`src/rtl/cpu4_pkg.sv`:
```
// ---------------------------------------------------------------------------
// cpu4_pkg
// Shared definitions for the 4-bit lab processor. The fetch sequencer and the
// control decoder both import this package, so the phase encoding, the
// control-word bit positions and the opcode map are defined in one place only.
// ---------------------------------------------------------------------------
package cpu4_pkg;

  // Two-state fetch/execute sequencer. The encoding is visible to the decoder
  // as the least significant bit of its address.
  typedef enum logic {
    PHASE_FETCH = 1'b0,
    PHASE_EXEC  = 1'b1
  } phase_e;

  // Control word layout (13 bits, produced by the decoder).
  localparam int CTL_WIDTH      = 13;
  localparam int CTL_INC_PC     = 12;
  localparam int CTL_LOAD_PC    = 11;
  localparam int CTL_LOAD_A     = 10;
  localparam int CTL_LOAD_FLAGS = 9;

  // Decoder address width: {opcode[3:0], carry, zero, phase}.
  localparam int DEC_ADDR_WIDTH = 7;
  localparam int OPCODE_WIDTH   = 4;

  // Opcode map of the lab processor.
  typedef enum logic [OPCODE_WIDTH-1:0] {
    JC    = 4'd0,
    JZ    = 4'd1,
    JMP   = 4'd2,
    LDI   = 4'd3,
    LDM   = 4'd4,
    STM   = 4'd5,
    ADDI  = 4'd6,
    ADDM  = 4'd7,
    SUBI  = 4'd8,
    SUBM  = 4'd9,
    ANDI  = 4'd10,
    ANDM  = 4'd11,
    ORI   = 4'd12,
    ORM   = 4'd13,
    NANDI = 4'd14,
    NANDM = 4'd15
  } opcode_e;

endpackage : cpu4_pkg

```
`src/rtl/program_counter.sv`:
```
// ---------------------------------------------------------------------------
// program_counter
// Program-memory address register with a parallel load that takes priority
// over increment. Increment wraps modulo 2^WIDTH without any overflow flag.
//
// Ports:
//   clock      - system clock, rising edge
//   reset      - asynchronous active-low reset, clears pc to 0
//   enable     - when 0 the register holds regardless of load/inc
//   load       - load load_value (wins over inc)
//   inc        - increment by one
//   load_value - jump target
//   pc         - current program counter (direct register output)
// ---------------------------------------------------------------------------
module program_counter #(
  parameter int WIDTH = 12
) (
  input  logic             clock,
  input  logic             reset,
  input  logic             enable,
  input  logic             load,
  input  logic             inc,
  input  logic [WIDTH-1:0] load_value,
  output logic [WIDTH-1:0] pc
);

  always_ff @(posedge clock or negedge reset) begin
    if (!reset) begin
      pc <= '0;
    end else if (enable) begin
      // NOTE: sequential state uses non-blocking assignments so every
      // register samples pre-edge values, regardless of statement order.
      if (load) begin
        pc <= load_value;
      end else if (inc) begin
        pc <= pc + WIDTH'(1);
      end
    end
  end

endmodule : program_counter

```
`src/rtl/fetch_sequencer.sv`:
```
// ---------------------------------------------------------------------------
// fetch_sequencer
// Instruction-fetch and sequencing stage of the 4-bit lab processor. Holds the
// program counter, the instruction register (opcode/operand), the carry/zero
// flags and the fetch/execute phase bit, and presents the decoder address
// {opcode, carry, zero, phase}. The decoder's control word steers PC and flag
// updates. All outputs come straight from registers.
//
// Ports:
//   clock        - system clock, rising edge
//   reset        - asynchronous active-low reset
//   enable       - when 1 state advances on the clock edge, when 0 all holds
//   program_byte - program memory data at address pc
//   control      - decoder control word (bit12 inc_pc, bit11 load_pc,
//                  bit9 load_flags; remaining bits belong to the datapath)
//   jump_addr    - branch/jump target
//   c_in, z_in   - ALU carry and zero results
//   pc           - program memory address
//   localidad    - decoder address {opcode, carry, zero, phase}
//   operand      - latched operand (immediate or RAM address)
//   phase        - 0 = fetch, 1 = execute
// ---------------------------------------------------------------------------
module fetch_sequencer
  import cpu4_pkg::*;
#(
  parameter int PC_WIDTH    = 12,
  parameter int INSTR_WIDTH = 8
) (
  input  logic                      clock,
  input  logic                      reset,
  input  logic                      enable,
  input  logic [INSTR_WIDTH-1:0]    program_byte,
  input  logic [CTL_WIDTH-1:0]      control,
  input  logic [PC_WIDTH-1:0]       jump_addr,
  input  logic                      c_in,
  input  logic                      z_in,
  output logic [PC_WIDTH-1:0]       pc,
  output logic [DEC_ADDR_WIDTH-1:0] localidad,
  output logic [INSTR_WIDTH-5:0]    operand,
  output logic                      phase
);

  phase_e                  phase_q;
  logic [OPCODE_WIDTH-1:0] opcode;
  logic                    carry;
  logic                    zero;

  logic inc_pc;
  logic load_pc;
  logic load_flags;

  assign inc_pc     = control[CTL_INC_PC];
  assign load_pc    = control[CTL_LOAD_PC];
  assign load_flags = control[CTL_LOAD_FLAGS];

  // Accumulator/RAM strobes are consumed by the datapath, not here.
  logic unused_control;
  assign unused_control = ^{control[CTL_LOAD_A], control[CTL_LOAD_FLAGS-1:0]};

  program_counter #(
    .WIDTH(PC_WIDTH)
  ) u_program_counter (
    .clock     (clock),
    .reset     (reset),
    .enable    (enable),
    .load      (load_pc),
    .inc       (inc_pc),
    .load_value(jump_addr),
    .pc        (pc)
  );

  // Phase FSM, instruction register and flags share one clocked process.
  // An asynchronous reset in the middle of EXECUTE discards the instruction:
  // nothing is written on that edge, and the restart begins with FETCH at 0.
  always_ff @(posedge clock or negedge reset) begin
    if (!reset) begin
      phase_q <= PHASE_FETCH;
      opcode  <= '0;
      operand <= '0;
      carry   <= 1'b0;
      zero    <= 1'b0;
    end else if (enable) begin
      phase_q <= (phase_q == PHASE_FETCH) ? PHASE_EXEC : PHASE_FETCH;

      if (phase_q == PHASE_FETCH) begin
        opcode  <= program_byte[INSTR_WIDTH-1 -: OPCODE_WIDTH];
        operand <= program_byte[INSTR_WIDTH-5:0];
      end

      // The decoder only raises load_flags in EXECUTE; no phase gating here.
      if (load_flags) begin
        carry <= c_in;
        zero  <= z_in;
      end
    end
  end

  assign phase     = phase_q;
  assign localidad = {opcode, carry, zero, phase_q};

endmodule : fetch_sequencer

```
`config.mk`:
```
export PLATFORM = sky130hd
export DESIGN_NAME = fetch_sequencer
export DESIGN_NICKNAME = d
export VERILOG_FILES = /design/src/rtl/cpu4_pkg.sv /design/src/rtl/program_counter.sv /design/src/rtl/fetch_sequencer.sv
export SDC_FILE = /design/constraint.sdc
export NUM_CORES = 1
export LEC_CHECK = 0
export CORE_MARGIN = 2
export CORE_UTILIZATION = 30
export DETAILED_ROUTE_END_ITERATION = 6
export GPL_ROUTABILITY_DRIVEN = 1
export PLACE_DENSITY = 0.59
export SYNTH_ARGS = -nofsm -noshare
export SYNTH_HDL_FRONTEND = slang
export SYNTH_SLANG_ARGS = --single-unit
```
`constraint.sdc`:
```
create_clock -name clock -period 2.2 [get_ports clock]
set_clock_uncertainty 0.15 [all_clocks]
set_input_delay 0.33 -clock clock [delete_from_list [all_inputs] [get_ports clock]]
set_output_delay 0.33 -clock clock [all_outputs]
set_load 0.1 [all_outputs]
```
==> out/metrics.yaml, run 1 <==
dpl_cell_area_um2: 1709
mostFrequentLayoutCell: "buf_4"
drive_gt1_frac: 0.3114
rsz0062_at_grt: "false"
die_width_um: 67.34
hpwl_um: 2258
grt.met2_usage: 0.2389
grtUsageMet1: 0.1767
final_area_um2: 1754
slew_headroom: 0.7900
drtPass1Iterations: 4
fin_tns_setup_ns: 0
place_inst: 213
min_period_ns: 1.685
yosysWarnings: 0
cts_tree: "done"
cts-root-buf: "clkbuf_8"
die-area_um2: 4535
antenna_cells: 0
synth_top_flop_cell: "dfrtp_1"
start_kind: "primary input"
critPathBufInv: 2
syn2layout_area_growth_pct: 45.74
routed_wirelength_um: 3054
path_clk_slew_ns: 0.09
setup-violations-final: 0
htreeDepth: 1
grt_util_met3: 0.03167
worstSkewPairLatency_ns: 0.27
cp.arrival_ns: 1.75
ios: 62
synth.yosys.seq_area_share: 0.4782
synth_cell_types: 34
ir_drop_mv: 0.5927
grt_usage: 0.1407
mostFrequentLayoutCells: "buf_4 (30), clkdlybuf4s50_1 (27), dfrtp_1 (19)"
die_h_um: 67.34
power.leakage_nw: 0.7411
fin_crit_sh: 0.7659
tightest_slew_ns: 0.3150
rows: 23
antenna_found_initial: 0
grt_pass1_vias: 1016
cap_violations: 0
critical_path.slowest_cell: "clkdlybuf4s50_1"
avgSynthCellArea_um2: 10.38
slew_viol_final: 0
cts_made_buffers: 3
path_class: "in2reg"
clk_path_buf_depth: 2
power_density_nw_per_um2: 1424
gr-total-overflow: 0
hold_class: "in2async"
synth-edff-count: 0
syn_nets: 155
core_area_um2: 3943
hold_ws_ns: 0.2680
postCtsSetupRepairBufs: 0
vias: 1093
gp_congestion: 0.7816
max_stage_delay_ns: 0.52
async_flop_share: 1.000
max_clock_freq_mhz: 593.5
grt_pass1_wl_um: 4767
drt_iter0_markers: 37
ys_ff_latch: 23
r2r-start: "u_program_counter.pc[3]"
required_ns: 2.26
grt_max_degree: 24
path_cells: "clkdlybuf4s50_1 -> o21ai_0 -> buf_4 -> or3_1 -> mux2_2 -> nand2_1"
top_usage_layer: "met2"
ctsResizeCount: 0
status: "completed"
wl_per_cell_um: 14.07
hold_violations: 0
netlist_instances: 116
critPathMaxFanout: 8
crit_path_start: "control[12]"
cpLargestDelayFamily: "buffers and inverters"
drc: 0
setup.worst_path.end_class: "flop"
nets: 207
ant_nets: 0
syn-cell-area_um2: 1204
ctsHoldBuffers: 0
clock-sinks: 23
layout.cells.non_filler: 217
io_buffers: 51
start_util: 0.3053
vias_per_cell: 5.037
==> logic make-up (layout without fill, tap and decap cells) <==
family,after synthesis,in the layout,share of synthesized area
AND/OR/NAND/NOR,36,36,0.1601
flip-flops,23,23,0.4782
buffers and inverters,13,64,0.05717
adder cells (fa/ha/maj),1,1,0.01039
XOR/XNOR,1,1,0.007278
AO/OA/AOI/OAI,28,28,0.1591
multiplexers,14,14,0.1279
==> worst register-to-register path, stage by stage (launching register included) <==
cell	delay, ns
dfrtp_2	0.45
and4_4	0.23
and4_4	0.22
a311o_1	0.36
o2111a_1	0.13
==> path summary, 6_finish.rpt <==
kind	endpoint	slack [ns]	cells after the start
worst min-delay path	opcode[3]	0.27	2
min in group clock	opcode[0]	0.36	1
max in group asynchronous	u_program_counter.pc[4]	1.37	2
worst max-delay path	u_program_counter.pc[8]	0.52	6
worst min register to register	opcode[0]	0.36	1
worst max register to register	u_program_counter.pc[9]	0.55	4
==> flip-flops by register name (all words and copies together) (netlist names) <==
name and count:
u_program_counter.pc 12, phase 1, zero 1, operand 4
carry 1, opcode 4
==> per-layer routing <==
layer,wire length (um),share of wire,vias up
met5,0,0,-
met4,32,0.010,0
met3,243,0.080,5
met2,1381,0.45,41
met1,1396,0.46,517
li1,-,-,530
==> metrics by stage <==
step	power, W	setup WS (ns)	utilization
2_1_floorplan	0.001895	0.02247	-
3_3_place_gp	0.002220	0.2406	0.4335
3_5_place_dp	0.002242	0.2310	0.4335
4_1_cts	0.002516	0.5147	0.4449
5_1_grt	0.002594	0.4456	0.4449
6_report	0.002498	0.5150	0.4449
==> report_power, final <==
group / internal [W] / switching (W) / leakage (nW)
clock: 0.000130 / 0.000146 / 0.0228
combinational: 0.000354 / 0.00120 / 0.453
sequential: 0.000553 / 0.000114 / 0.265
total: 0.00104 / 0.00146 / 0.741
==> synth_stat cells, drive strengths merged (2+ instances only) <==
cell type | number | area share
buf | 5 | 0.032
mux2i | 3 | 0.025
and4 | 2 | 0.019
nand4 | 3 | 0.016
o21ai | 10 | 0.042
dfrtp | 23 | 0.48
mux2 | 11 | 0.10
a21oi | 6 | 0.025
a311o | 2 | 0.017
inv | 3 | 0.0094
nor2 | 8 | 0.025
a32oi | 3 | 0.022
clkbuf | 5 | 0.016
and3 | 3 | 0.016
nand3 | 5 | 0.025
nand2 | 9 | 0.028
==> cell type report <==
| cell class | count | area [um2] |
|---|---|---|
| well taps | 50 | 62.56 |
| clock buffers | 4 | 45.04 |
| inverters | 3 | 11.26 |
| multi-input cells | 80 | 559.3 |
| flip-flops and latches | 23 | 580.6 |
| fillers | 379 | 2188 |
| repair buffers | 57 | 495.5 |
Note: power is estimated with default switching activity, not from simulation.
==> run 2, diff against run 1 <==
clock period = 1.7 ns   (was 2.2 ns; I/O delays follow)
==> out/metrics.yaml, run 2 (synthesis gave the netlist of run 1 again) <==
die_width_um: 67.34
vias: 1128
fin_tns_setup_ns: 0
slew_headroom: 0.7903
drt_iter0_markers: 93
clock-sinks: 23
cap_violations: 0
drc: 0
setup.worst_path.end_class: "flop"
core_area_um2: 3943
grt_pass1_vias: 1248
required_ns: 1.75
routed_wirelength_um: 3153
die-area_um2: 4535
start_util: 0.3053
ant_nets: 0
drtPass1Iterations: 4
wl_per_cell_um: 13.77
setup_slack_ns: 0.1234
cp.arrival_ns: 1.63
io_buffers: 51
tightest_slew_ns: 0.3145
reg2reg_depth: 4
fin_crit_sh: 0.9274
critPathMaxFanout: 4
top_register: "u_program_counter.pc"
grt_max_degree: 24
gp_congestion: 0.8011
hold_violations: 0
cts_made_buffers: 3
power_density_nw_per_um2: 1766
hpwl_um: 2452
p_total_w: 0.003847
path_class: "in2reg"
cts_tree: "done"
status: "completed"
syn2layout_area_growth_pct: 80.98
setup-violations-final: 0
start_kind: "primary input"
dp_slack_ns: -0.1495
gr-total-overflow: 0
vias_per_cell: 4.926
worstSkewPairLatency_ns: 0.26
clk_path_buf_depth: 2
rows: 23
max_clock_freq_mhz: 634.3
grt_usage: 0.1601
nets: 219
largest_register_ffs: 12
ios: 62
ctsHoldBuffers: 0
min_period_ns: 1.577
slew_viol_final: 0
hold_ws_ns: 0.2244
rsz0062_at_grt: "false"
hold_class: "in2async"
mostFrequentLayoutCells: "clkdlybuf4s50_1 (27), buf_12 (24), buf_4 (18)"
htreeDepth: 1
antenna_found_initial: 0
reg_top3: "u_program_counter.pc x12, opcode x4, operand x4"
power.leakage_nw: 0.8987
drive_gt1_frac: 0.4022
path_clk_slew_ns: 0.09
ir_drop_mv: 1.324
die_h_um: 67.34
cts-root-buf: "clkbuf_8"
mostFrequentLayoutCell: "clkdlybuf4s50_1"
antenna_cells: 0
grt_pass1_wl_um: 5547
-- run 2: critical path, stage by stage --
cell	delay, ns
clkdlybuf4s50_1	0.49
o21ai_0	0.12
buf_4	0.16
or3_1	0.29
mux2_2	0.26
nand2_1	0.06
-- run 2: final timing paths --
check | end | startpoint | slack, ns
hold reg to reg | phase | phase | 0.41
hold / removal | u_program_counter.pc[10] | reset | 0.22
setup reg to reg | u_program_counter.pc[11] | u_program_counter.pc[5] | 0.14
min in group clock | phase | phase | 0.41
setup / recovery | u_program_counter.pc[8] | control[11] | 0.12
max in group asynchronous | u_program_counter.pc[0] | reset | 0.90
-- run 2: per-stage QoR --
| step | cell area, um2 | util | std cells |
|---|---|---|---|
| after floorplan | 1240 | - | 116 |
| after CTS | 2176 | 0.5519 | 229 |
| after detailed placement | 2131 | 0.5405 | 225 |
| final | 2178 | 0.5525 | 229 |
| after global placement | 2131 | 0.5405 | 225 |
| after global routing | 2178 | 0.5525 | 229 |
-- run 2: final cells by class --
| type | instances | area [um2] |
|---|---|---|
| clock buffers | 4 | 45.04 |
| fillers | 323 | 1764 |
| inverters | 3 | 11.26 |
| multi-input cells | 80 | 561.8 |
| flip-flops and latches | 23 | 611.8 |
| well taps | 50 | 62.56 |
| repair buffers | 69 | 885.9 |
-- run 2: metal layers --
layer	GRT usage	part of all wire
met1	0.2019	0.43
met2	0.2686	0.47
met3	0.05333	0.095
met4	0.03061	0.0048
met5	0	0
-- run 2: power breakdown --
part	total, W	leakage, nW	internal [W]	switching (W)
clock	0.000342	0.0228	0.000167	0.000175
sequential	0.000953	0.258	0.000741	0.000212
combinational	0.00255	0.618	0.000948	0.00160
total	0.00385	0.899	0.00186	0.00199
-- run 2: what timing repair did --
item                       in CTS  in global routing
hold endpoints to repair        0                  0
resized for setup               0                  1
setup buffers                   0                  0
setup endpoints to repair       0                  1
==> run 3, diff against run 2 <==
CORE_UTILIZATION = 39   (was 30)
PLACE_DENSITY = 0.75   (was 0.59)
==> out/metrics.yaml, run 3 (synthesis gave the netlist of run 1 again) <==
status: "completed"
max_clock_freq_mhz: 614.7
die_width_um: 59.56
min_period_ns: 1.627
p_total_w: 0.003773
hold_class: "in2async"
grt_pass1_wl_um: 5085
fill_cells: 240
slew_headroom: 0.6725
ant_nets: 0
final_area_um2: 2123
vias: 1149
start_util: 0.4008
rows: 20
finish.utilization: 0.7071
routed_wirelength_um: 3142
grt_max_degree: 24
io_buffers: 51
critical_path.slowest_cell: "clkdlybuf4s50_1"
fin_crit_sh: 0.9569
slew_viol_final: 0
power_density_nw_per_um2: 1777
drc: 0
reg_top3: "u_program_counter.pc x12, opcode x4, operand x4"
hold_violations: 0
hpwl_um: 2382
wl_per_cell_um: 14.96
regArea_um2: 611.8
power.leakage_nw: 0.8811
cts-root-buf: "clkbuf_4"
largest_register_ffs: 12
vias_per_cell: 5.471
r2r-start: "u_program_counter.pc[0]"
grt_pass1_vias: 1150
grt_usage: 0.1882
max_stage_delay_ns: 0.56
antenna_found_initial: 0
path_clk_slew_ns: 0.13
cts_made_buffers: 3
setup.worst_path.end_class: "flop"
drtPass1Iterations: 4
clk_path_buf_depth: 2
path_cells: "clkdlybuf4s50_1 -> o21ai_0 -> or3_1 -> mux2_2 -> nand2_1"
clock-sinks: 23
cts_tree: "done"
gp_congestion: 0.7412
syn2layout_area_growth_pct: 76.40
setup-violations-final: 0
htreeDepth: 1
die_h_um: 59.56
ir_drop_mv: 1.622
fin_tns_setup_ns: 0
mostFrequentLayoutCells: "clkdlybuf4s50_1 (27), buf_12 (24), buf_4 (16)"
ios: 62
crit_path_start: "enable"
gr-total-overflow: 0
multi_input_area_um2: 561.8
start_kind: "primary input"
worstSkewPairLatency_ns: 0.31
rsz0062_at_grt: "false"
ctsHoldBuffers: 0
drive_gt1_frac: 0.3955
required_ns: 1.80
top_register: "u_program_counter.pc"
tightest_slew_ns: 0.4861
die-area_um2: 3547
path_class: "in2reg"
critPathMaxFanout: 5
dpl_cell_area_um2: 2079
cap_violations: 0
core_area_um2: 3003
mostFrequentLayoutCell: "clkdlybuf4s50_1"
cp.arrival_ns: 1.73
antenna_cells: 0
drt_iter0_markers: 46
nets: 217
run 3: layer usage:
metal | track usage | vias up | wire length [um]
met3 | 0.05459 | 4 | 253
met5 | 0 | - | 0
met2 | 0.3140 | 47 | 1551
met4 | 0.06667 | 0 | 23
met1 | 0.2311 | 550 | 1313
li1 | - | 548 | -
run 3: path summary, 6_finish.rpt:
check | end | slack [ns] | cells past startpoint
worst max-delay path | u_program_counter.pc[8] | 0.07 | 5
worst min-delay path | u_program_counter.pc[3] | 0.14 | 2
worst max register to register | u_program_counter.pc[10] | 0.07 | 4
worst min register to register | phase | 0.43 | 1
max in group asynchronous | u_program_counter.pc[8] | 1.00 | 2
min in group clock | carry | 0.40 | 2
run 3: report_power, final:
| group | leakage (nW) | switching, W | total (W) | internal, W |
|---|---|---|---|---|
| Combinational | 0.608 | 0.00160 | 0.00255 | 0.000945 |
| Clock | 0.0150 | 0.000169 | 0.000261 | 0.0000916 |
| Sequential | 0.258 | 0.000227 | 0.000967 | 0.000740 |
run 3: worst max-delay path: cells and delay by family:
| kind | cells | cell delay (ns) |
|---|---|---|
| AND/OR/NAND/NOR | 2 | 0.41 |
| buffers and inverters | 1 | 0.56 |
| multiplexers | 1 | 0.27 |
| AO/OA/AOI/OAI | 1 | 0.23 |
run 3: repair_timing:
action	4_1_cts	5_1_grt
gates resized for setup	0	1
setup buffers	0	2
endpoints found under the setup margin	0	1
run 3: per-stage QoR:
step           setup slack (ns)  hold WS, ns  cells
5_1_grt                0.002340       0.1364    210
2_1_floorplan           -0.1245      -0.1906    116
6_report                0.07319       0.1363    210
3_3_place_gp            -0.1882       0.3998    204
3_5_place_dp            -0.2233       0.4028    204
4_1_cts                 0.04353       0.1373    208
run 3: cell type report:
| cell class | instances | area share |
|---|---|---|
| clock buffers | 4 | 0.01237 |
| inverters | 3 | 0.005303 |
| repair buffers | 67 | 0.4101 |
| flip-flops and latches | 23 | 0.2882 |
| well taps | 33 | 0.01945 |
| multi-input cells | 80 | 0.2646 |
==> RTL edit 1: new RTL, flow settings as in run 2 <==
Change the parameter `INSTR_WIDTH` from 8 to 6.
--- a/src/rtl/fetch_sequencer.sv
+++ b/src/rtl/fetch_sequencer.sv
@@ -24,7 +24,7 @@
   import cpu4_pkg::*;
 #(
   parameter int PC_WIDTH    = 12,
-  parameter int INSTR_WIDTH = 8
+  parameter int INSTR_WIDTH = 6
 ) (
   input  logic                      clock,
   input  logic                      reset,
Interface: changed (resized operand and program_byte); port bits go from 62 to 58. No check against the original RTL was run, so the function may have changed too.
==> RTL edit 1 against run 2 <==
Design area fell by 7.5%. Synthesized area shrank 8.4%. Wire length down 9.5%. Largest power group unchanged. Sequential share of layout area fell by 0.70 points. Final cell count decreased by 5.2%. Total power shrank 12%. Sequential cell count shrank 2. Setup slack worse by 0.070 ns. Critical endpoint unchanged.
==> RTL edit 1: results (changes against run 2) <==
metric,value,unit,change
status,"finished, final reports clean",,
fin_worst_hold_slack,0.1912,ns,-0.03319 ns
critical_path.max_fanout,5,,+1
crit_arrival,1.69,ns,+0.06 ns
worst_slew_pin_slew,0.3280,ns,+0.01351 ns
synth.distinct_cells,32,,-5.9%
io_buffers,47,,-7.8%
irDropWorstVdd,1072,uV,-19%
dp_hpwl,2268,microns,-7.5%
wl_per_cell,13.14,microns,-4.5%
dr.max_layer_used,met4,,
r2r_end,u_program_counter.pc[8],,
synth_nets,149,,-3.9%
drt_iter0_markers,40,,-57%
antenna_found_initial,0,,unchanged
top_regs,"u_program_counter.pc: 12 flops, opcode: 4 flops, operand: 2 flops",,
synth-main-ff-cell,dfrtp_1,,
yosysSeqAreaShare,0.4767,,-0.001439
place_congestion,0.8050,,+0.49%
ff2ff_path_depth,5,,+1
nNetsFinal,207,,-5.5%
synth_area_leaders,"dfrtp_1, mux2_2, o21ai_0",,
synthArstFlopShare,1.000,,unchanged
placed_area,1958,sq um,-8.1%
drive_gt1_frac,0.3846,,-0.01762
grt_pass1_wl,4830,microns,-13%
synthTopCellsByCount,"dfrtp_1, o21ai_0, mux2_2",,
reg2reg_slack,0.05,ns,-0.09 ns
antenna_cells,0,,unchanged
grt_max_degree,22,,-8.3%
cts_max_level,1,,unchanged
grt_pass1_vias,1026,,-18%
wl_met1,1260,microns,-6.3%
grt_use_total,0.1483,,-0.01179
viasPerCell,4.848,,-1.6%
root_buffer,clkbuf_8,,
r2r-start,u_program_counter.pc[1],,
routed-wl-met3,126,microns,-58%
route.met2.wl,1438,microns,-3.6%
tns,0,ns,unchanged
power.leakage,0.0008092,uW,-10%
==> RTL edit 1: cell type report <==
cell class,instances,area (sq um)
clock buffer,3,41.29
inverter,4,15.01
multi-input combinational,79,543.0
fill,317,1592
clock inverter,1,7.507
tap,48,60.06
sequential,21,551.8
timing repair buffer,61,795.8
==> RTL edit 1: how the worst max path moves through the flow <==
| stage | from | end | cells after the start |
|---|---|---|---|
| 2_1_floorplan | u_program_counter.pc[6] | u_program_counter.pc[8] | 4 |
| 3_3_place_gp | enable | operand[1] | 4 |
| 3_5_place_dp | enable | operand[1] | 4 |
| 4_1_cts | u_program_counter.pc[0] | u_program_counter.pc[8] | 5 |
| 5_1_grt | u_program_counter.pc[1] | u_program_counter.pc[8] | 5 |
| 6_report | u_program_counter.pc[1] | u_program_counter.pc[8] | 5 |
==> RTL edit 1: what timing repair did <==
| item | 4_1_cts | 5_1_grt |
|---|---|---|
| gates resized for setup | 0 | 1 |
| endpoints found under the setup margin | 0 | 3 |
| setup buffers | 0 | 1 |
==> RTL edit 1: metrics by stage <==
stage,std cells,setup slack [ns]
final,217,0.05377
after detailed placement,212,-0.1514
after CTS,216,0.02338
after global routing,217,0.02242
after floorplan,112,-0.1255
after global placement,212,-0.1261
==> RTL edit 1: layer usage <==
metal  vias up  global-route usage
li1        522                   -
met1       503              0.1864
met2        25              0.2487
met3         2             0.02604
met4         0             0.06649
met5         -                   0
==> RTL edit 1: worst max-delay path: stages, from the launching register on <==
cell	delay (ns)
dfrtp_4	0.47
ha_4	0.17
nand3_4	0.10
or3_1	0.31
mux2_4	0.28
a21oi_2	0.10
==> RTL edit 1: logic make-up after synthesis <==
kind of cell | Yosys count | synth area share
AND/OR/NAND/NOR | 32 | 0.1464
AO/OA/AOI/OAI | 33 | 0.1839
XOR/XNOR | 1 | 0.007947
adder cells (fa/ha/maj) | 1 | 0.01135
buffers and inverters | 12 | 0.05447
multiplexers | 12 | 0.1192
flip-flops | 21 | 0.4767
==> RTL edit 1: power by group <==
part	internal [uW]	leakage, uW	switching [uW]
combinational	816	0.000551	1370
clock	165	0.0000217	170
sequential	662	0.000236	213
==> RTL edit 2: new RTL, flow settings as in run 2 <==
Made on the original files. Reset style: synchronous (`reset`), changed in 2 clocked blocks. Comments in the files are not updated.
--- a/src/rtl/program_counter.sv
+++ b/src/rtl/program_counter.sv
@@ -24,7 +24,7 @@
   output logic [WIDTH-1:0] pc
 );
 
-  always_ff @(posedge clock or negedge reset) begin
+  always_ff @(posedge clock) begin
     if (!reset) begin
       pc <= '0;
     end else if (enable) begin
--- a/src/rtl/fetch_sequencer.sv
+++ b/src/rtl/fetch_sequencer.sv
@@ -72,7 +72,7 @@
   // Phase FSM, instruction register and flags share one clocked process.
   // An asynchronous reset in the middle of EXECUTE discards the instruction:
   // nothing is written on that edge, and the restart begins with FETCH at 0.
-  always_ff @(posedge clock or negedge reset) begin
+  always_ff @(posedge clock) begin
     if (!reset) begin
       phase_q <= PHASE_FETCH;
       opcode  <= '0;
Behaviour: differs if reset is asserted again (counterexample within 4 cycles, from zero or initial values and one cycle with reset low); with reset held inactive, the same outputs for 10 cycles.
==> RTL edit 2 against run 2 <==
Design area decreased by 5.2%. First-iteration DRC count decreased by 30%. Setup slack got worse by 0.018 ns. Wire length increased by 3.3%. Fmax decreased by 1.1%. Sequential share of layout area decreased by 4.6 points. Synthesized area decreased by 3.8%. Sequential cell count unchanged. Final cell count increased by 11%. Worst hold slack improved by 0.12 ns. Core utilization increased by 0.75 points. Largest cell class unchanged. Highest routed layer unchanged.
Power is not compared: it rests on default switching activity, and its combinational part moved more than twofold at a synthesized area within 25%.
==> RTL edit 2: results (changes against run 2) <==
metric,value,unit,change
cp_slowest_stage_delay,0.56,ns,+0.07 ns
maxSlewHeadroom,0.6890,,-0.1013
crit_arrival,1.58,ns,-0.05 ns
cts_max_path_buffers,2,,unchanged
cts_max_level,1,,unchanged
antenna_cells,0,,unchanged
place_congestion,0.9128,,+14%
irDropWorstVdd,467.0,uV,
dp_hpwl,2553,microns,+4.1%
syn_inst,153,,+32%
yosys_warnings,0,,unchanged
critPathTopFamily,simple AND/OR/NAND/NOR gates,,
status,"finished, final reports clean",,
critical_path.slowest_cell,clkdlybuf4s50_1,,
grt_pass1_vias,1319,,+5.7%
holdCritStartpoint,carry,,
synthTopCellsByCount,"nand2_1, dfxtp_1, a21oi_1",,
grt_use_total,0.1657,,+0.005634
wl_per_cell,12.77,microns,-7.2%
drive_gt1_frac,0.2754,,-0.1269
post_cts_buffers,0,,unchanged
io_buffers,51,,unchanged
r2r-start,u_program_counter.pc[0],,
antenna_found_initial,0,,unchanged
crit_path_end,u_program_counter.pc[9],,
drt_iter0_markers,65,,-30%
yosysSeqAreaShare,0.3978,,-0.08033
critPathLaunch,control[11],,
synth_area_leaders,"dfxtp_1, nand2_1, a21oi_1",,
synth.distinct_cells,33,,-2.9%
r2r_end,u_program_counter.pc[6],,
reg2reg_slack,0.12,ns,-0.02 ns
firstDrtPassIters,4,,unchanged
path_clk_slew,0.08,ns,
grt_pass1_wl,5706,microns,+2.9%
synthArstFlopShare,0,,-1.000
grt_max_degree,21,,-13%
numCtsBuffers,3,,unchanged
ff2ff_path_depth,5,,+1
synth_nets,192,,+24%
hold_class,reg2reg,,
root_buffer,clkbuf_8,,
critical_path.max_fanout,4,,unchanged
nNetsFinal,247,,+13%
viasPerCell,5.075,,+3.0%
==> RTL edit 2: changes by cell type in the layout (fill, tap and decap cells not counted), moves of 4 or more <==
cell,delta
dfxtp_2,+7
dfxtp_1,+12
nand3_1,+7
dfrtp_1,-12
o21ai_0,-4
nand2_1,+21
dfrtp_4,-9
buf_4,-7
a21oi_1,+13
dfxtp_4,+4
mux2_2,-11
==> RTL edit 2: cells by family after synthesis <==
family	after synthesis	synth area share
mux	1	0.008649
buf+inv	17	0.07134
compound gates	44	0.2346
simple gates	67	0.2768
fa+ha+maj	1	0.01081
flops	23	0.3978
==> RTL edit 2: layout make-up <==
class / count / area [sq um]
clock buffer: 3 / 41.29
multi-input combinational: 113 / 615.6
tap: 48 / 60.06
fill: 351 / 1623
clock inverter: 1 / 5.005
inverter: 4 / 15.01
timing repair buffer: 63 / 844.6
sequential: 23 / 484.2
==> RTL edit 2: worst min path at each step <==
stage	endpoint	slack [ns]	cells past startpoint
floorplan	opcode[0]	0.24	2
global placement	operand[2]	0.33	2
detailed placement	carry	0.34	2
CTS	carry	0.35	2
global route	opcode[1]	0.38	2
finish	carry	0.34	2
==> RTL edit 2: per-stage QoR <==
| step | setup TNS (ns) | hold slack (ns) | setup slack (ns) | cell area, sq um | cells |
|---|---|---|---|---|---|
| 3_5_place_dp | -0.9849 | 0.3363 | -0.1652 | 2014 | 251 |
| 2_1_floorplan | -0.1519 | 0.2410 | -0.1519 | 1181 | 153 |
| 3_3_place_gp | -0.4446 | 0.3298 | -0.1422 | 2014 | 251 |
| 5_1_grt | 0 | 0.3764 | 0.004535 | 2066 | 255 |
| 4_1_cts | 0 | 0.3483 | 0.1125 | 2061 | 255 |
| 6_report | 0 | 0.3448 | 0.1057 | 2066 | 255 |
==> RTL edit 2: timing repair <==
action	4_1_cts	5_1_grt
resized for setup	0	2
hold buffers	0	0
endpoints found under the setup margin	0	2
==> RTL edit 2: where the power goes <==
| part | switching [uW] | internal, uW |
|---|---|---|
| clock network | 176 | 163 |
| registers | 48.3 | 570 |
| logic | 331 | 231 |
==> RTL edit 2: layer usage <==
layer,track usage,wire (microns)
met5,0,0
met3,0.04429,261
met4,0.02296,13
met1,0.1852,1289
met2,0.3163,1693
==> RTL edit 2: worst reg2reg max path: stages, from the launching register on <==
cell	delay (ns)
dfxtp_4	0.40
ha_1	0.23
nand3_1	0.20
nor3_1	0.18
a21oi_1	0.06
o221a_2	0.26
